--- src/rtl/gcd_pkg.sv ---
// Shared types and constants for the subtractive GCD engine.
package gcd_pkg;

  localparam int unsigned GCD_WIDTH_DEF = 8;

  typedef enum logic [2:0] {
    IDLE  = 3'd0,
    CMP   = 3'd1,
    SUB_A = 3'd2,
    SUB_B = 3'd3,
    DONE  = 3'd4
  } gcd_state_t;

endpackage

--- src/rtl/gcd_if.sv ---
// Operand/result handshake bundle for gcd_core.
// The steps field exists only when GCD_STEPS_EN is defined.
interface gcd_if #(
  parameter int unsigned WIDTH = gcd_pkg::GCD_WIDTH_DEF
);

  logic             in_valid;
  logic             in_ready;
  logic [WIDTH-1:0] a_in;
  logic [WIDTH-1:0] b_in;
  logic             out_valid;
  logic             out_ready;
  logic [WIDTH-1:0] gcd_out;
  logic             zero_flag;

`ifdef GCD_STEPS_EN
  logic [WIDTH-1:0] steps;

  modport master (
    output in_valid, a_in, b_in, out_ready,
    input  in_ready, out_valid, gcd_out, zero_flag, steps
  );

  modport slave (
    input  in_valid, a_in, b_in, out_ready,
    output in_ready, out_valid, gcd_out, zero_flag, steps
  );
`else
  modport master (
    output in_valid, a_in, b_in, out_ready,
    input  in_ready, out_valid, gcd_out, zero_flag
  );

  modport slave (
    input  in_valid, a_in, b_in, out_ready,
    output in_ready, out_valid, gcd_out, zero_flag
  );
`endif

endinterface

--- src/rtl/gcd_datapath.sv ---
// Operand registers, magnitude comparator and subtractor for the GCD engine.
// Strobes are mutually exclusive by construction in the controlling FSM.
module gcd_datapath
  import gcd_pkg::*;
#(
  parameter int unsigned WIDTH = GCD_WIDTH_DEF
) (
  input  logic             CLK100MHZ,
  input  logic             RST,
  input  logic             load_c,
  input  logic             sub_a_c,
  input  logic             sub_b_c,
  input  logic [WIDTH-1:0] a_in,
  input  logic [WIDTH-1:0] b_in,
  output logic [WIDTH-1:0] a_q,
  output logic [WIDTH-1:0] b_q,
  output logic             eq_c,
  output logic             gt_c,
  output logic             a_zero_c,
  output logic             b_zero_c
);

  // Subtraction is only requested when the minuend is strictly larger.
  always_ff @(posedge CLK100MHZ) begin
    if (RST) begin
      a_q <= '0;
      b_q <= '0;
    end else if (load_c) begin
      a_q <= a_in;
      b_q <= b_in;
    end else if (sub_a_c) begin
      a_q <= a_q - b_q;
    end else if (sub_b_c) begin
      b_q <= b_q - a_q;
    end
  end

  assign eq_c     = (a_q == b_q);
  assign gt_c     = (a_q > b_q);
  assign a_zero_c = (a_q == '0);
  assign b_zero_c = (b_q == '0);

endmodule

--- src/rtl/gcd_core.sv ---
// Euclid (subtractive) GCD engine with valid/ready handshakes on both sides.
// Define GCD_STEPS_EN to add the subtraction counter and the steps output.
module gcd_core
  import gcd_pkg::*;
#(
  parameter int unsigned WIDTH = GCD_WIDTH_DEF
) (
  input  logic CLK100MHZ,
  input  logic RST,
  gcd_if.slave bus
);

  gcd_state_t       state_q;
  gcd_state_t       state_n;

  logic             load_c;
  logic             sub_a_c;
  logic             sub_b_c;
  logic             done_c;

  logic [WIDTH-1:0] a_q;
  logic [WIDTH-1:0] b_q;
  logic             eq_c;
  logic             gt_c;
  logic             a_zero_c;
  logic             b_zero_c;
  logic [WIDTH-1:0] res_c;

  logic             in_ready_q;
  logic             out_valid_q;
  logic [WIDTH-1:0] gcd_q;
  logic             zero_q;

  gcd_datapath #(
    .WIDTH (WIDTH)
  ) u_datapath (
    .CLK100MHZ (CLK100MHZ),
    .RST       (RST),
    .load_c    (load_c),
    .sub_a_c   (sub_a_c),
    .sub_b_c   (sub_b_c),
    .a_in      (bus.a_in),
    .b_in      (bus.b_in),
    .a_q       (a_q),
    .b_q       (b_q),
    .eq_c      (eq_c),
    .gt_c      (gt_c),
    .a_zero_c  (a_zero_c),
    .b_zero_c  (b_zero_c)
  );

  always_ff @(posedge CLK100MHZ) begin
    if (RST) begin
      state_q <= IDLE;
    end else begin
      state_q <= state_n;
    end
  end

  // Next state and datapath strobes; CMP checks zero operands before equality.
  always_comb begin
    state_n = state_q;
    load_c  = 1'b0;
    sub_a_c = 1'b0;
    sub_b_c = 1'b0;
    done_c  = 1'b0;
    case (state_q)
      IDLE: begin
        if (bus.in_valid) begin
          load_c  = 1'b1;
          state_n = CMP;
        end
      end
      CMP: begin
        if (a_zero_c || b_zero_c || eq_c) begin
          done_c  = 1'b1;
          state_n = DONE;
        end else if (gt_c) begin
          state_n = SUB_A;
        end else begin
          state_n = SUB_B;
        end
      end
      SUB_A: begin
        sub_a_c = 1'b1;
        state_n = CMP;
      end
      SUB_B: begin
        sub_b_c = 1'b1;
        state_n = CMP;
      end
      DONE: begin
        if (bus.out_ready) begin
          state_n = IDLE;
        end
      end
      default: begin
        state_n = IDLE;
      end
    endcase
  end

  // With A zero the answer is B, which also covers the both-zero case.
  assign res_c = a_zero_c ? b_q : a_q;

  // Handshake flags follow the next state so they line up with the state register.
  always_ff @(posedge CLK100MHZ) begin
    if (RST) begin
      in_ready_q  <= 1'b1;
      out_valid_q <= 1'b0;
      gcd_q       <= '0;
      zero_q      <= 1'b0;
    end else begin
      in_ready_q  <= (state_n == IDLE);
      out_valid_q <= (state_n == DONE);
      if (done_c) begin
        gcd_q  <= res_c;
        zero_q <= a_zero_c & b_zero_c;
      end
    end
  end

  assign bus.in_ready  = in_ready_q;
  assign bus.out_valid = out_valid_q;
  assign bus.gcd_out   = gcd_q;
  assign bus.zero_flag = zero_q;

`ifdef GCD_STEPS_EN
  logic [WIDTH-1:0] step_cnt_q;
  logic [WIDTH-1:0] steps_q;

  // At most 2^WIDTH-2 subtractions, so the counter cannot wrap.
  always_ff @(posedge CLK100MHZ) begin
    if (RST) begin
      step_cnt_q <= '0;
      steps_q    <= '0;
    end else begin
      if (load_c) begin
        step_cnt_q <= '0;
      end else if (sub_a_c || sub_b_c) begin
        step_cnt_q <= step_cnt_q + WIDTH'(1);
      end
      if (done_c) begin
        steps_q <= step_cnt_q;
      end
    end
  end

  assign bus.steps = steps_q;
`endif

endmodule

--- src/flat_wrapper.sv ---
// flat-port wrapper written by rule: the top's interface ports become plain ports
module gcd_core_flat import gcd_pkg::*;
#(
  parameter int unsigned WIDTH = GCD_WIDTH_DEF
)
  (CLK100MHZ, RST, bus_in_valid, bus_a_in, bus_b_in, bus_out_ready, bus_in_ready, bus_out_valid, bus_gcd_out, bus_zero_flag);
  gcd_if #(.WIDTH(WIDTH)) bus_i ();
  input  logic CLK100MHZ;
  input  logic RST;
  input wire logic [$bits(bus_i.in_valid)-1:0] bus_in_valid;
  input wire logic [$bits(bus_i.a_in)-1:0] bus_a_in;
  input wire logic [$bits(bus_i.b_in)-1:0] bus_b_in;
  input wire logic [$bits(bus_i.out_ready)-1:0] bus_out_ready;
  output wire logic [$bits(bus_i.in_ready)-1:0] bus_in_ready;
  output wire logic [$bits(bus_i.out_valid)-1:0] bus_out_valid;
  output wire logic [$bits(bus_i.gcd_out)-1:0] bus_gcd_out;
  output wire logic [$bits(bus_i.zero_flag)-1:0] bus_zero_flag;
  assign bus_i.in_valid = bus_in_valid;
  assign bus_i.a_in = bus_a_in;
  assign bus_i.b_in = bus_b_in;
  assign bus_i.out_ready = bus_out_ready;
  assign bus_in_ready = bus_i.in_ready;
  assign bus_out_valid = bus_i.out_valid;
  assign bus_gcd_out = bus_i.gcd_out;
  assign bus_zero_flag = bus_i.zero_flag;
  gcd_core #(.WIDTH(WIDTH)) u_core (.CLK100MHZ(CLK100MHZ), .RST(RST), .bus(bus_i));
endmodule
--- config.mk ---
export PLATFORM = sky130hd
export DESIGN_NAME = gcd_core_flat
export DESIGN_NICKNAME = d
export VERILOG_FILES = /design/src/rtl/gcd_pkg.sv /design/src/rtl/gcd_if.sv /design/src/rtl/gcd_datapath.sv /design/src/rtl/gcd_core.sv /design/src/flat_wrapper.sv
export SDC_FILE = /design/constraint.sdc
export NUM_CORES = 1
export LEC_CHECK = 0
export ABC_AREA = 1
export CAP_MARGIN = 0
export CORE_ASPECT_RATIO = 1.4
export CORE_MARGIN = 1
export CORE_UTILIZATION = 35
export CTS_BUF_LIST = sky130_fd_sc_hd__clkbuf_4
export DETAILED_ROUTE_END_ITERATION = 8
export GPL_TIMING_DRIVEN = 0
export PLACE_DENSITY = 0.59
export SETUP_SLACK_MARGIN = 0.1
export SYNTH_ARGS = -nofsm -noshare
export SYNTH_HDL_FRONTEND = slang
export SYNTH_SLANG_ARGS = --single-unit
--- constraint.sdc ---
create_clock -name CLK100MHZ -period 2.24 [get_ports CLK100MHZ]
set_input_delay 0.448 -clock CLK100MHZ [delete_from_list [all_inputs] [get_ports CLK100MHZ]]
set_output_delay 0.448 -clock CLK100MHZ [all_outputs]
set_load 0.01 [all_outputs]
Word level (Yosys, flattened, before mapping)
Index checks and enable logic that the tools add are counted.
{"block": "totals", "reg_bits": 30, "input_bits": 20, "output_inout_bits": 11, "elab_cells": 45}
{"block": "classes", "add_sub_neg": 2, "magnitude_cmp": 1, "n_eq_ne": 7, "muxes": 17, "bitwise_logic": 1, "n_reduce_logical": 10}
{"cell": "two-way mux 8 bit", "count": 6}
{"cell": "logical NOT 8 bit", "count": 2}
{"cell": "subtractor 8 bit", "count": 2}
{"cell": "case mux 3 bit (4 select lines)", "count": 1}
{"cell": "two-way mux 3 bit", "count": 3}
{"cell": "== test 8 bit", "count": 1}
{"cell": "greater-than comparator 8 bit", "count": 1}
{"cell": "two-way mux 1 bit", "count": 7}
{"cell": "== test 3 x 2 -> 1 bit, second input constant", "count": 2}
{"cell": "== test 3 bit, second input constant", "count": 2}
{"cell": "logical NOT 3 bit", "count": 2}
{"cell": "nonzero test 2 bit", "count": 2}
{"cell": "== test 3 x 1 -> 1 bit, second input constant", "count": 1}
{"cell": "logical OR 1 bit", "count": 2}
{"cell": "!= test 2 x 1 -> 1 bit, second input constant", "count": 1}
{"cell": "AND reduction 2 bit", "count": 1}
{"cell": "OR reduction 2 bit", "count": 1}
{"cell": "bitwise AND 1 bit", "count": 1}

Longest topological paths before layout
Gate-level depths: netlist of the first run.
{"block": "depth", "word_depth": 6, "mapped_depth": 13, "ltp_nobuf": 12}

Hierarchy
Synthesis of the first run repeated with hierarchy kept, for this count alone.
{"block": "hier_totals", "cells_unflattened": 326, "area_unflattened_um2": 2195.9}
{"mod": "gcd_datapath", "n_inst": 1, "cells_per_inst": 226, "area_each_um2": 1505.2}
{"mod": "gcd_core", "n_inst": 1, "cells_per_inst": 100, "area_each_um2": 690.7}

Worst setup path before layout of the first run
No wires, ideal clock.
{"block": "synth_path", "path_kind": "reg2reg", "startpoint": "register u_core.u_datapath.a_q[0]", "endpoint": "register u_core.u_datapath.a_q[6]", "arrival_ps": 1531, "slack_ps": 576, "stages_incl_launch_ff": 11, "n_path_buf": 0, "period_less_slack_ps": 1664, "path_cell_list": "dfxtp_1 inv_1 ha_1 fa_1 nand3b_1 nand2_1 nand2_1 nand3_1 nand3_1 nand2_1 a21oi_1"}
{"block": "synth_via", "elab_chain_cells": 3}
{"item": "start, declared", "line_no": "gcd_datapath.sv:15", "text": "output logic [WIDTH-1:0] a_q,"}
{"item": "start signal, assigned", "line_no": "gcd_datapath.sv:29", "text": "a_q <= a_in;"}
{"item": "start signal, assigned", "line_no": "gcd_datapath.sv:32", "text": "a_q <= a_q - b_q;"}
{"item": "subtractor 8 bit", "line_no": "gcd_datapath.sv:32"}
{"item": "two-way mux 8 bit", "line_no": "gcd_datapath.sv:31", "text": "end else if (sub_a_c) begin"}
{"item": "two-way mux 8 bit", "line_no": "gcd_datapath.sv:28", "text": "end else if (load_c) begin"}
No other way between the ends. The select of a mux whose other input is x is not followed.
A chain may end at the register's enable or synchronous reset.

Worst setup path in the final report of the first run
Ends and elaborated chain as after synthesis.

==> results.md, run 1 <==
* Vert. Die Dim at 94.9 µm
* Area grow syn2layout at 20.5%
* Clock transition at path regs at 0.11 ns
* Max Slew Vio Count at 0
* Highest-delay cell along the critical path: fa_1
* Synthesized Nets at 362
* Finished Layout Cells at 433
* Synth cell types at 34
* Htree depth at 2
* Post-route cell area at 2600 µm²
* Req. time, crit path at 2.43 ns
* ANT nets after route at 0
* Highest clock rate at 0.523 GHz
* CP bufs+invs at 1
* Final WL at 5630 µm
* Total congestion overflow at 0
* Die Wd at 68.4 µm
* CP cell instances: inv_1 > ha_1 > fa_1 > nand3b_1 > nand2_1 > nand2_1 > nand3_1 > nand3_1 > nand2_1 > a21oi_1
* Layout cell share with drive strength beyond 1 at 0.102
* Commonest non-fill, non-tap cell in the layout: nand2_1
* Cell count of the worst reg-to-reg path at 10
* Via density at 4.82
* Post-CTS Setup Bufs at 0
* Slew @ Worst Pin at 0.532 ns
* Critical path class: register to register
* CTS Root Cell: clkbuf_4
* Setup TNS at 0 ns
* Kind of end point of the critical path: register
* Area of the multi-input gates at 1270 µm²
* Hold Path Cell Cnt at 2
* Die area at 6490 µm²
* Final worst path period share at 0.854
* Final Hold Fails at 0
* Commonest cells after routing, fill and taps aside: 79 x nand2_1, 52 x inv_1, 34 x nor2_1
* Top delay family on crit path: simple AND/OR/NAND/NOR gates
* PostCTS Resize Cnt at 0
* Max-Slew Margin vs Limit at 0.645
* Setup violators final at 0
* Initial antenna violation count at 0
* Crit start category: register
* Post-synthesis sequential area ratio at 0.278
* Vias in the first global route at 2077
* Most area-consuming cells after synthesis: dfxtp_1 28%, nand2_1 14%, inv_1 9.0%, ha_1 8.7%, nor2_1 5.9%
* Crit path DAT at 2.11 ns
* Clock sinks at 30
* Synth area leader: dfxtp_1
* Residual DRC at 0
* DR WL/cell at 13.0 µm
* RSZ-0062 raised after global routing: no
* Status: finished, final reports clean
* 1st-pass router iterations at 4
* IO Port Bufs at 30
* # nets final at 399
* Post-Place Cells at 425
* Min cycle time layout at 1.91 ns
* Ports at 31
* Yosys warns at 0
* N_diodes at 0
* First-pass GRT wire length at 9480 µm
* Core Rows at 33
* Worst Skew at 0.0145 ns
* Synthesized flop and latch total at 30
* FF+latch area at 602 µm²
* Via count at 2088
* Fill cell count at 680
* Post-Synthesis Cells at 325
* Critical path depth in cells at 10
* Initial Util at 0.365
* Gr usage total at 0.197
* Largest net degree at the start of global routing at 11
* Min-Delay Path Class: register to register
* CORE AREA at 5900 µm²
* TritonCTS clock tree: built
* Cell Area, Synth at 2160 µm²
* DP Area at 2540 µm²
* Post-DP HPWL at 4450 µm
* Hold-fix buffers, CTS at 0
* Routability cong. at 0.882
* Clock buffer depth at 2
* Core Util, Final at 0.440
* Critical path peak fanout at 4
* 1st-iter DRT viols at 52
* CTS Buf Count at 5
* Top-area cell type share of the netlist area at 0.278
* Critical path's most frequent cell: nand2_1
* Worst path max stage delay at 0.40 ns
* Syn_area_per_cell at 6.64 µm²
* Max-cap violations at 0
* Clk Latency, worst-skew pair at 0.34 ns
-- synth_stat cells, drive strengths merged --
cell type  number
nand2          88
inv            57
nor2           38
dfxtp          30
o21ai          29
a21oi          17
nand3          17
ha             15
a31oi           8
buf             8
xnor2           3
xor2            3
fa              2
nand3b          2
nand4           2
a211oi          1
clkbuf          1
nor3            1
o21bai          1
o311ai          1
or2             1
-- path summary, 6_finish.rpt --
check                                                to                                   from  slack (ns)
setup / recovery  u_core.u_datapath.a_q[6]$_SDFFE_PP0P_  u_core.u_datapath.a_q[0]$_SDFFE_PP0P_        0.33
hold / removal        u_core.bus.zero_flag$_SDFFE_PP0P_      u_core.bus.zero_flag$_SDFFE_PP0P_        0.47
setup reg to reg  u_core.u_datapath.a_q[6]$_SDFFE_PP0P_  u_core.u_datapath.a_q[0]$_SDFFE_PP0P_        0.33
hold reg to reg       u_core.bus.zero_flag$_SDFFE_PP0P_      u_core.bus.zero_flag$_SDFFE_PP0P_        0.47
-- registers in the layout, summed over array words and instances, names as in the netlist --
register / cells
u_core.u_datapath.a_q: 8
u_core.u_datapath.b_q: 8
u_core.bus.gcd_out: 8
u_core.bus.out_valid: 1
u_core.state_q: 3
u_core.bus.in_ready: 1
u_core.bus.zero_flag: 1
-- kinds of logic (layout without fill, tap and decap cells) --
logic type	count (synthesis)	after routing	share of synthesized area
and+or+nand+nor	149	149	0.318
adders and majority gates	17	17	0.106
xor gates and xnor gates	6	6	0.0244
AOI/OAI and AO/OA	57	57	0.141
DFF	30	30	0.278
buffers and inverters	66	104	0.132
-- tightest hold or removal path: cells and delay by family, from the launching register on --
kind / cells / cell delay (ns)
flip-flops: 1 / 0.33
AND/OR/NAND/NOR: 1 / 0.06
AO/OA/AOI/OAI: 1 / 0.05
-- layout make-up --
cell class	instances	share of cell area
inverters	57	0.0842
flip-flops and latches	30	0.231
clock inverters	2	0.00337
multi-input cells	229	0.489
well taps	70	0.0337
clock buffers	6	0.0173
repair buffers	30	0.115
plain buffers	9	0.0255
-- metrics by stage --
| stage | hold WS (ns) | worst slack (ns) |
|---|---|---|
| after floorplan | 0.457 | 0.576 |
| after global placement | 0.457 | 0.332 |
| after detailed placement | 0.460 | 0.292 |
| after CTS | 0.476 | 0.253 |
| after global routing | 0.505 | 0.168 |
| final | 0.475 | 0.327 |
-- per-layer routing --
layer,share of wire,routed length [µm],track usage,vias up
li1,-,-,-,1094
met1,0.42,2350,0.225,937
met2,0.53,2990,0.346,45
met3,0.024,135,0.0326,12
met4,0.028,158,0.0903,0
met5,0,0,0,-
Power of run 1 is not shown: default switching activity piles up to over one toggle a cycle in this logic, so the estimate is an artifact.
==> inputs of run 2 (changes only) <==
--- a/config.mk
+++ b/config.mk
@@ -13,8 +13,9 @@
 export CTS_BUF_LIST = sky130_fd_sc_hd__clkbuf_4
 export DETAILED_ROUTE_END_ITERATION = 8
 export GPL_TIMING_DRIVEN = 0
-export PLACE_DENSITY = 0.59
+export PLACE_DENSITY = 0.56
 export SETUP_SLACK_MARGIN = 0.1
+export SLEW_MARGIN = 20
 export SYNTH_ARGS = -nofsm -noshare
 export SYNTH_HDL_FRONTEND = slang
 export SYNTH_SLANG_ARGS = --single-unit
==> constraint.sdc (replaced) <==
create_clock -name CLK100MHZ -period 2.18 [get_ports CLK100MHZ]
set_input_delay 0.436 -clock CLK100MHZ [delete_from_list [all_inputs] [get_ports CLK100MHZ]]
set_output_delay 0.436 -clock CLK100MHZ [all_outputs]
set_load 0.01 [all_outputs]
==> results.md, run 2 (synthesis results as in run 1) <==
* Area grow syn2layout at 20.5% (about the same)
* Final WL at 5620 µm (-0.16%)
* Max Slew Vio Count at 0 (unchanged)
* Hold-fix buffers, CTS at 0 (unchanged)
* Final Hold Fails at 0 (unchanged)
* Ports at 31 (unchanged)
* Post-DP HPWL at 4540 µm (+2.1%)
* Hold Path Cell Cnt at 2 (unchanged)
* Critical path peak fanout at 4 (unchanged)
* Setup violators final at 0 (unchanged)
* Routability cong. at 0.842 (-4.5%)
* Commonest cells after routing, fill and taps aside: 79 x nand2_1, 52 x inv_1, 34 x nor2_1
* Min-Delay Path Class: register to register
* Die area at 6490 µm² (unchanged)
* Largest net degree at the start of global routing at 11 (unchanged)
* 1st-iter DRT viols at 115 (+120%)
* Max-Slew Margin vs Limit at 0.637 (-0.00829)
* Hold Path Origin: u_core.bus.zero_flag$_SDFFE_PP0P_
* RSZ-0062 raised after global routing: no
* Slew @ Worst Pin at 0.544 ns (+0.0124 ns)
* Crit path DAT at 2.15 ns (+0.04 ns)
* Commonest non-fill, non-tap cell in the layout: nand2_1
* Post-Place Cells at 425 (unchanged)
* Clock buffer depth at 2 (unchanged)
* Min cycle time layout at 1.95 ns (+0.0343 ns)
* ANT nets after route at 0 (unchanged)
* Vert. Die Dim at 94.9 µm (unchanged)
* End of the critical path: u_core.u_datapath.a_q[6]$_SDFFE_PP0P_
* R2R Path Start: u_core.u_datapath.a_q[0]$_SDFFE_PP0P_
* 1st-pass router iterations at 4 (unchanged)
* Gr usage total at 0.201 (+0.00374)
* Cell count of the worst reg-to-reg path at 10 (unchanged)
* Core Util, Final at 0.440 (about the same)
* Total congestion overflow at 0 (unchanged)
* Crit start category: register
* CTS Root Cell: clkbuf_4
* CTS Buf Count at 5 (unchanged)
* Clock sinks at 30 (unchanged)
* CORE AREA at 5900 µm² (unchanged)
* Clk Latency, worst-skew pair at 0.33 ns (about the same)
* Critical path class: register to register
* IO Port Bufs at 30 (unchanged)
* Req. time, crit path at 2.39 ns (-0.04 ns)
* DR WL/cell at 13.0 µm (-0.16%)
* Reg2reg setup slack at 0.23 ns (-0.09 ns)
* Worst Skew at 0.00635 ns (-0.00814 ns)
* Max-cap violations at 0 (unchanged)
* Highest clock rate at 0.513 GHz (-1.8%)
* Finished Layout Cells at 433 (unchanged)
* Core Rows at 33 (unchanged)
* N_diodes at 0 (unchanged)
* Clock transition at path regs at 0.10 ns (about the same)
* Initial Util at 0.365 (unchanged)
* Via density at 4.73 (-1.8%)
* CP Launch Point: u_core.u_datapath.a_q[0]$_SDFFE_PP0P_
* First-pass GRT wire length at 9550 µm (+0.73%)
* Die Wd at 68.4 µm (unchanged)
* Via count at 2050 (-1.8%)
* Final worst path period share at 0.893 (+0.0392)
* Initial antenna violation count at 0 (unchanged)
* Layout cell share with drive strength beyond 1 at 0.0992 (-0.00275)
* Reg-to-Reg End: u_core.u_datapath.a_q[6]$_SDFFE_PP0P_
* # nets final at 399 (unchanged)
* Status: finished, final reports clean
* Post-CTS Setup Bufs at 0 (unchanged)
* Vias in the first global route at 2096 (+0.91%)
* Kind of end point of the critical path: register
* Setup TNS at 0 ns (unchanged)
* TritonCTS clock tree: built
* Htree depth at 2 (unchanged)
* Residual DRC at 0 (unchanged)
* PostCTS Resize Cnt at 0 (unchanged)
## run 2: cell counts in the layout (fill, tap and decap cells not counted)
Identical to the previous run, type by type.
## run 2: through the flow
step / area, µm² / hold WS (ns) / setup WS, ns
finish: 2600 / 0.483 / 0.232
global placement: 2540 / 0.459 / 0.250
global route: 2600 / 0.510 / 0.105
detailed placement: 2540 / 0.466 / 0.244
CTS: 2600 / 0.483 / 0.219
floorplan: 2160 / 0.457 / 0.516
## run 2: worst min-delay path by stage
stage | endpoint | slack [ns]
detailed placement | u_core.bus.zero_flag$_SDFFE_PP0P_ | 0.47
finish | u_core.bus.zero_flag$_SDFFE_PP0P_ | 0.48
CTS | u_core.bus.zero_flag$_SDFFE_PP0P_ | 0.48
global placement | u_core.bus.zero_flag$_SDFFE_PP0P_ | 0.46
floorplan | u_core.u_datapath.b_q[7]$_SDFFE_PP0P_ | 0.46
global route | u_core.bus.zero_flag$_SDFFE_PP0P_ | 0.51
## run 2: layout make-up
cell class,count,area [µm²]
clock inverters,2,8.76
repair buffers,30,300
inverters,57,219
well taps,70,87.6
clock buffers,6,45.0
plain buffers,9,66.3
fillers,668,3310
multi-input cells,229,1270
flip-flops and latches,30,601
## run 2: layer usage
| layer | part of all wire | vias to the layer above | track usage |
|---|---|---|---|
| met1 | 0.42 | 913 | 0.216 |
| li1 | - | 1093 | - |
| met3 | 0.021 | 13 | 0.0266 |
| met4 | 0.034 | 0 | 0.0885 |
| met5 | 0 | - | 0 |
| met2 | 0.53 | 31 | 0.374 |
## run 2: worst max-delay path: stages (launching register included)
cell	delay (ns)
dfxtp_1	0.42
inv_1	0.08
ha_1	0.21
fa_1	0.41
nand3b_1	0.18
nand2_1	0.15
nand2_1	0.10
nand3_1	0.09
nand3_1	0.08
nand2_1	0.06
a21oi_1	0.05
Power of run 2 is left out for the same reason.
